===== config.mk =====
export PLATFORM = sky130hd
export DESIGN_NAME = pm_line_fill_server
export DESIGN_NICKNAME = d
export VERILOG_FILES = /design/src/rtl/pm_line_fill_server.sv
export SDC_FILE = /design/constraint.sdc
export NUM_CORES = 1
export LEC_CHECK = 0
export ABC_CLOCK_PERIOD_IN_PS = 1800
export CORE_UTILIZATION = 40
export CTS_CLUSTER_DIAMETER = 120
export DETAILED_ROUTE_END_ITERATION = 6
export GPL_TIMING_DRIVEN = 0
export PLACE_DENSITY = 0.82
export SLEW_MARGIN = 20
export SYNTH_ARGS = -nofsm -noshare
export SYNTH_HDL_FRONTEND = slang
export SYNTH_SLANG_ARGS = --single-unit

===== constraint.sdc =====
create_clock -name clk_i -period 1.8 [get_ports clk_i]
set_input_delay 0.18 -clock clk_i [delete_from_list [all_inputs] [get_ports clk_i]]
set_output_delay 0.18 -clock clk_i [all_outputs]
set_load 0.1 [all_outputs]

===== src/rtl/pm_line_fill_server.sv =====
// Instruction-cache line-fill responder: reads one 8-word line from the synchronous program ROM and streams it into the cache.
// Optional build macro CRITICAL_WORD_FIRST_EN: start at the missed word and add the crit_valid_o output.
module pm_line_fill_server #(
  parameter int ADDR_W  = 8,
  parameter int DATA_W  = 8,
  parameter int ROM_LAT = 1
) (
  input  logic              clk_i,
  input  logic              reset_i,
  input  logic              fill_req_i,
  input  logic [ADDR_W-1:0] fill_addr_i,
  output logic              fill_busy_o,
  output logic              fill_done_o,
  output logic [ADDR_W-1:0] rom_address_o,
  input  logic [DATA_W-1:0] rom_data_i,
  output logic              cache_wren_o,
  output logic [1:0]        cache_wrline_o,
  output logic [2:0]        cache_wroffset_o,
  output logic [DATA_W-1:0] cache_wrdata_o,
`ifdef CRITICAL_WORD_FIRST_EN
  output logic              crit_valid_o,
`endif
  output logic [ADDR_W-6:0] cache_wrtag_o
);

  typedef enum logic [1:0] {IDLE, ISSUE, DRAIN, DONE} state_t;

`ifdef CRITICAL_WORD_FIRST_EN
  localparam logic CWF = 1'b1;
`else
  localparam logic CWF = 1'b0;
`endif

  state_t              state_q;
  logic [ADDR_W-1:0]   rom_address_q;
  logic [3:0]          iss_cnt_q, wr_cnt_q;
  logic                addr_vld_q, busy_q, done_q;
  logic [1:0]          line_q;
  logic [ADDR_W-6:0]   tag_q;
  logic [ROM_LAT-1:0]       pv_q;
  logic [ROM_LAT-1:0][2:0]  po_q;
  logic [2:0]          start_d, iss_off_d;
  logic                wren;

  assign start_d   = fill_addr_i[2:0] & {3{CWF}};
  // Offset increments wrap inside the line, so line/tag bits never change.
  assign iss_off_d = rom_address_q[2:0] + 3'd1;
  assign wren      = pv_q[ROM_LAT-1];

  always_ff @(posedge clk_i or posedge reset_i) begin
    if (reset_i) begin
      state_q       <= IDLE;
      rom_address_q <= '0;
      iss_cnt_q     <= '0;
      wr_cnt_q      <= '0;
      addr_vld_q    <= 1'b0;
      busy_q        <= 1'b0;
      done_q        <= 1'b0;
      line_q        <= '0;
      tag_q         <= '0;
    end else begin
      // Raise done one edge early so the pulse lands on the 8th write.
      done_q <= wren && (wr_cnt_q == 4'd6);
      if (wren) wr_cnt_q <= wr_cnt_q + 4'd1;
      case (state_q)
        IDLE: if (fill_req_i) begin
          rom_address_q <= {fill_addr_i[ADDR_W-1:3], start_d};
          line_q        <= fill_addr_i[4:3];
          tag_q         <= fill_addr_i[ADDR_W-1:5];
          iss_cnt_q     <= 4'd1;
          wr_cnt_q      <= '0;
          addr_vld_q    <= 1'b1;
          busy_q        <= 1'b1;
          state_q       <= ISSUE;
        end
        ISSUE: begin
          if (iss_cnt_q == 4'd8) begin
            addr_vld_q <= 1'b0;
            state_q    <= DRAIN;
          end else begin
            rom_address_q[2:0] <= iss_off_d;
            iss_cnt_q          <= iss_cnt_q + 4'd1;
          end
        end
        DRAIN: if (done_q) begin
          busy_q  <= 1'b0;
          state_q <= DONE;
        end
        DONE: state_q <= IDLE;
        default: state_q <= IDLE;
      endcase
    end
  end

  // (valid, offset) travels alongside the ROM so writes line up with returned data.
  always_ff @(posedge clk_i or posedge reset_i) begin
    if (reset_i) begin
      pv_q <= '0;
      po_q <= '0;
    end else begin
      pv_q[0] <= addr_vld_q;
      po_q[0] <= rom_address_q[2:0];
      for (int i = 1; i < ROM_LAT; i++) begin
        pv_q[i] <= pv_q[i-1];
        po_q[i] <= po_q[i-1];
      end
    end
  end

`ifdef CRITICAL_WORD_FIRST_EN
  logic [2:0] start_q;
  always_ff @(posedge clk_i or posedge reset_i) begin
    if (reset_i) start_q <= '0;
    else if (state_q == IDLE && fill_req_i) start_q <= start_d;
  end
  assign crit_valid_o = wren && (po_q[ROM_LAT-1] == start_q);
`endif

  assign fill_busy_o      = busy_q;
  assign fill_done_o      = done_q;
  assign rom_address_o    = rom_address_q;
  assign cache_wren_o     = wren;
  assign cache_wroffset_o = wren ? po_q[ROM_LAT-1] : 3'd0;
  assign cache_wrdata_o   = wren ? rom_data_i : '0;
  assign cache_wrline_o   = line_q;
  assign cache_wrtag_o    = tag_q;

endmodule

Word-level counts from Yosys, hierarchy flattened. Index checks and enable logic that the tools add are counted.

Reduce and logical (&&, ||, !) cells: 9. $add $sub $neg: 3. Multiplexer cells: 20. Equality and inequality tests: 9.

Operators with widths (count): $mux 4 (5); $reduce_and 3->1 (4); $mux 3 (3); $add 4x1->4 const B (2); $mux 8 (1); $ne 2x2->1 const B (4); $pmux 2 s4 (1); $pmux 4 s2 (1); $mux 2 (3); $pmux 3 s2 (1); $eq 2x2->1 const B (2); $eq 4x3->1 const B (1); $eq 4x4->1 const B (1); $pmux 1 s2 (2); $reduce_bool 2->1 (2); $add 3x1->3 const B (1); $mux 1 (3); $eq 2x1->1 const B (1); $logic_not 2->1 (1); $reduce_and 2->1 (1); $logic_and 1x1->1 (1).

Input bits: 19. Output and inout bits: 27. Flip-flop bits (word level): 30. Logic and storage cells: 53.

Depth between registers and ports, before layout.
Depth in word-level cells: 4. Gate-level depth with buffers: 7. Depth with buffers taken out: 5.

Worst setup path before layout. No wires, ideal clock.

Path type: register to output. Start: reg pv_q (netlist: cache_wren_o). End: out cache_wrdata_o[0]. Stages on the path, launching flop included: 4. Arrival: 2193 ps. Setup slack: -573 ps. Buffers on the path: 2. Data required time: 1620 ps. Path through: dfrtp_1 clkbuf_1 clkbuf_1 and2_1.

Longest elaborated chain between the ends: 1.

Ends and longest elaborated chain: start, declared (RTL line 40) `logic [ROM_LAT-1:0] pv_q;`; start signal, assigned by index (RTL line 104) `pv_q[i] <= pv_q[i-1];`; $mux 8 (RTL line 124) `assign cache_wrdata_o = wren ? rom_data_i : '0;`; end, declared (RTL line 19) `output logic [DATA_W-1:0] cache_wrdata_o,`.

Every way passes these cells.

==> results.toml <==
[status]
status = "finished, final reports clean"

[power]
combinationalPowerShare_pct = 5.3
finalPower_uw = 853.5
power.leakage_uw = 0.0008703
power_frac_seq_pct = 65.8
clkPwrFrac_pct = 28.9
p_sw_uw = 177.4
max-vdd-ir-drop_uv = 187.3
power.internal_uw = 676.1
switching_share_pct = 20.78
p_per_area_mw_per_mm2 = 479.0

[worst_hold_path]
hold_class = "in -> reg"
min-delay-start = "fill_req_i"
whs_path_depth = 2

[die]
core_sq_mm = 0.003053
fp.dieW_microns = 58.87
initial_core_util_pct = 42.38
die_area_sq_mm = 0.003466
pin_count = 46
dieHeight_microns = 58.87
row_count = 20

[synth]
synthSimpleGateAreaFrac_pct = 14.70
synth_edf_count = 0
yosys.area.top_type_share_pct = 48.36
synth_cells = 116
synth_cell_type_count = 31
yosys.area_share.adder_pct = 8.704
netlist_top_cells_area = "dfrtp_1, ha_1, mux2_2"
synth_common_cells = "dfrtp_1, and2_1, inv_1, ha_1, mux2_2"
synthFlopType = "dfrtp_1"
synth-async-reset-ratio_pct = 100.0
yosys_warnings = 0
synth.net_count = 144
ys_ff_latch = 25
yosysMostFrequentCell = "dfrtp_1"
synth.largest_area_cell = "dfrtp_1"
syn_area_sq_mm = 0.001294
synth.avg_cell_area_sq_um = 11.15
post_synth_xor_area_fraction_pct = 2.031
synth_top_family_by_area = "simple AND/OR/NAND/NOR gates"
synth_compound_area_share_pct = 9.284
ys_seq_area_share_pct = 48.36
yosys-mux-area-fraction_pct = 8.414

[clock_network]
path_clk_slew_ns = 0.13
ctsHoldBuffers = 0
numCtsBuffers = 3
clock-root-buffer = "clkbuf_4"
htreeDepth = 1
ctsLongestPathBuffers = 2
cts_sinks = 25
cts_tree = "yes"
clkLatencyLatePin_ns = 0.32
cts_setup_buffers = 0

[layout]
nets = 190
final_core_util_pct = 58.36
drive_gt1_share_pct = 34.78
regArea_sq_um = 628.1
diodes = 0
fillCellCount = 274
multi_input_area_sq_um = 584.3
area_growth_pct = 37.72

[sta]
whs_ns = 0.1644
max-slew-margin-rel_pct = 36.03
max_freq_mhz = 570.4
finalSetupViolCount = 0
drv_slew = 0
grt_setup_unrepaired = "false"
fin_crit_ns = 1.753
period_share_pct = 97.40
skew_ns = 0.004325
finalHoldViolCount = 0
worst_pin_slew_ns = 0.9633

[critical_path]
slowest_delay_ns = 0.86
worstSetupStartpoint = "rom_address_o[6]"
path_max_fanout = 3
cp_slowest_cell = "dlygate4sd2_1"
worst-path-buf-inv = 1
critPathKind = "reg -> out"
path_cells = "dlygate4sd2_1"
path_depth = 1
start_kind = "register"
worstSetupEndpointType = "output port"
r2r-start = "state_q[1]"
required_ns = 1.62
worstPathArrival_ns = 1.57
cp_top_family = "buffers and inverters"
r2r_cells = 7

[grt]
track_usage_pct = 15.34
grt_max_degree = 26
grt_pass1_vias = 938
grt_antenna_before_repair = 0
gr-total-overflow = 0
grt_pass1_wl_mm = 4.036

[drt]
drt_iter0_markers = 28
first_pass_iters = 4
ant_nets = 0
wire_per_inst_microns = 11.92
via_per_inst = 4.854
vias = 995
drc_errors = 0
wl_mm = 2.443

[placement]
dp.final_hpwl_mm = 1.869
numPortBuffers = 41
gp_congestion = 0.7682

[run]
cap_violations = 0
[cell type report]
cell class	instances	share of cell area [%]
buffer	10	4.213
clock buffer	4	1.475
inverter	10	2.107
multi-input combinational	71	32.79
sequential	25	35.25
tap	44	3.090
timing repair buffer	41	21.07
[power groups by stage]
stage               logic, uW  clock network, uW  registers (uW)
floorplan                12.6                  0             572
global placement         45.5                  0             572
detailed placement       46.4                  0             572
CTS                      46.5                259             562
global route             50.7                275             562
finish                   45.4                247             562
[final timing paths]
kind / to / slack [ns]
max: cache_wrtag_o[1] / 0.05
min in group asynchronous: rom_address_o[6] / 0.35
min: wr_cnt_q[0] / 0.16
min reg2reg: cache_wren_o / 0.40
max reg2reg: rom_address_o[0] / 0.09
max in group asynchronous: fill_done_o / 0.83
[placed cells by master, fill, tap and decap left out, types with 2 or more instances in the layout]
cell type	n
nor2_1	3
clkbuf_2	5
dfrtp_1	23
and2_2	11
mux2i_1	2
clkdlybuf4s15_2	4
nand2_1	6
clkbuf_4	3
ha_1	8
a22o_1	2
and4b_1	2
inv_1	9
dfrtp_2	2
buf_6	5
a21oi_1	6
nand2b_1	2
dlygate4sd2_1	5
buf_4	12
buf_2	2
clkdlybuf4s50_1	14
nor2b_1	2
mux2_2	7
nand3b_1	2
xor2_1	2
o21ai_0	2
clkdlybuf4s15_1	4
[flip-flops by register name, indices dropped and copies added (netlist names), 2 cells and up]
signal,cells
rom_address_o,7
wr_cnt_q,4
state_q,2
iss_cnt_q,4
po_q,3
[kinds of logic (layout without fill, tap and decap cells)]
family	Yosys count	after routing
multiplexers	10	10
XOR/XNOR	3	3
adder cells (fa/ha/maj)	9	9
buffers and inverters	20	65
AND/OR/NAND/NOR	32	32
flip-flops	25	25
AO/OA/AOI/OAI	17	17
[layer usage]
metal	routed length, microns	up-vias	track usage [%]	part of all wire (%)
met1	983	469	17.75	40
met3	261	5	3.516	11
met5	0	-	0	0
met4	60	0	8.163	2.5
li1	-	477	-	-
met2	1138	44	26.30	47
[per-stage QoR]
step | cells | cell area [sq um] | worst slack [ns] | setup TNS [ns]
floorplan | 116 | 1310 | -0.03203 | -0.3203
global placement | 201 | 1775 | -0.6029 | -6.223
detailed placement | 201 | 1775 | -0.6515 | -6.743
CTS | 205 | 1773 | 0.004444 | 0
global route | 205 | 1782 | 0.0007883 | 0
finish | 205 | 1782 | 0.04683 | 0
[repair_timing]
| item | CTS | global route |
|---|---|---|
| setup endpoints to repair | 27 | 17 |
| pin swaps | 0 | 0 |
| resized for setup | 91 | 17 |
Note: power is estimated with default switching activity, not from simulation.
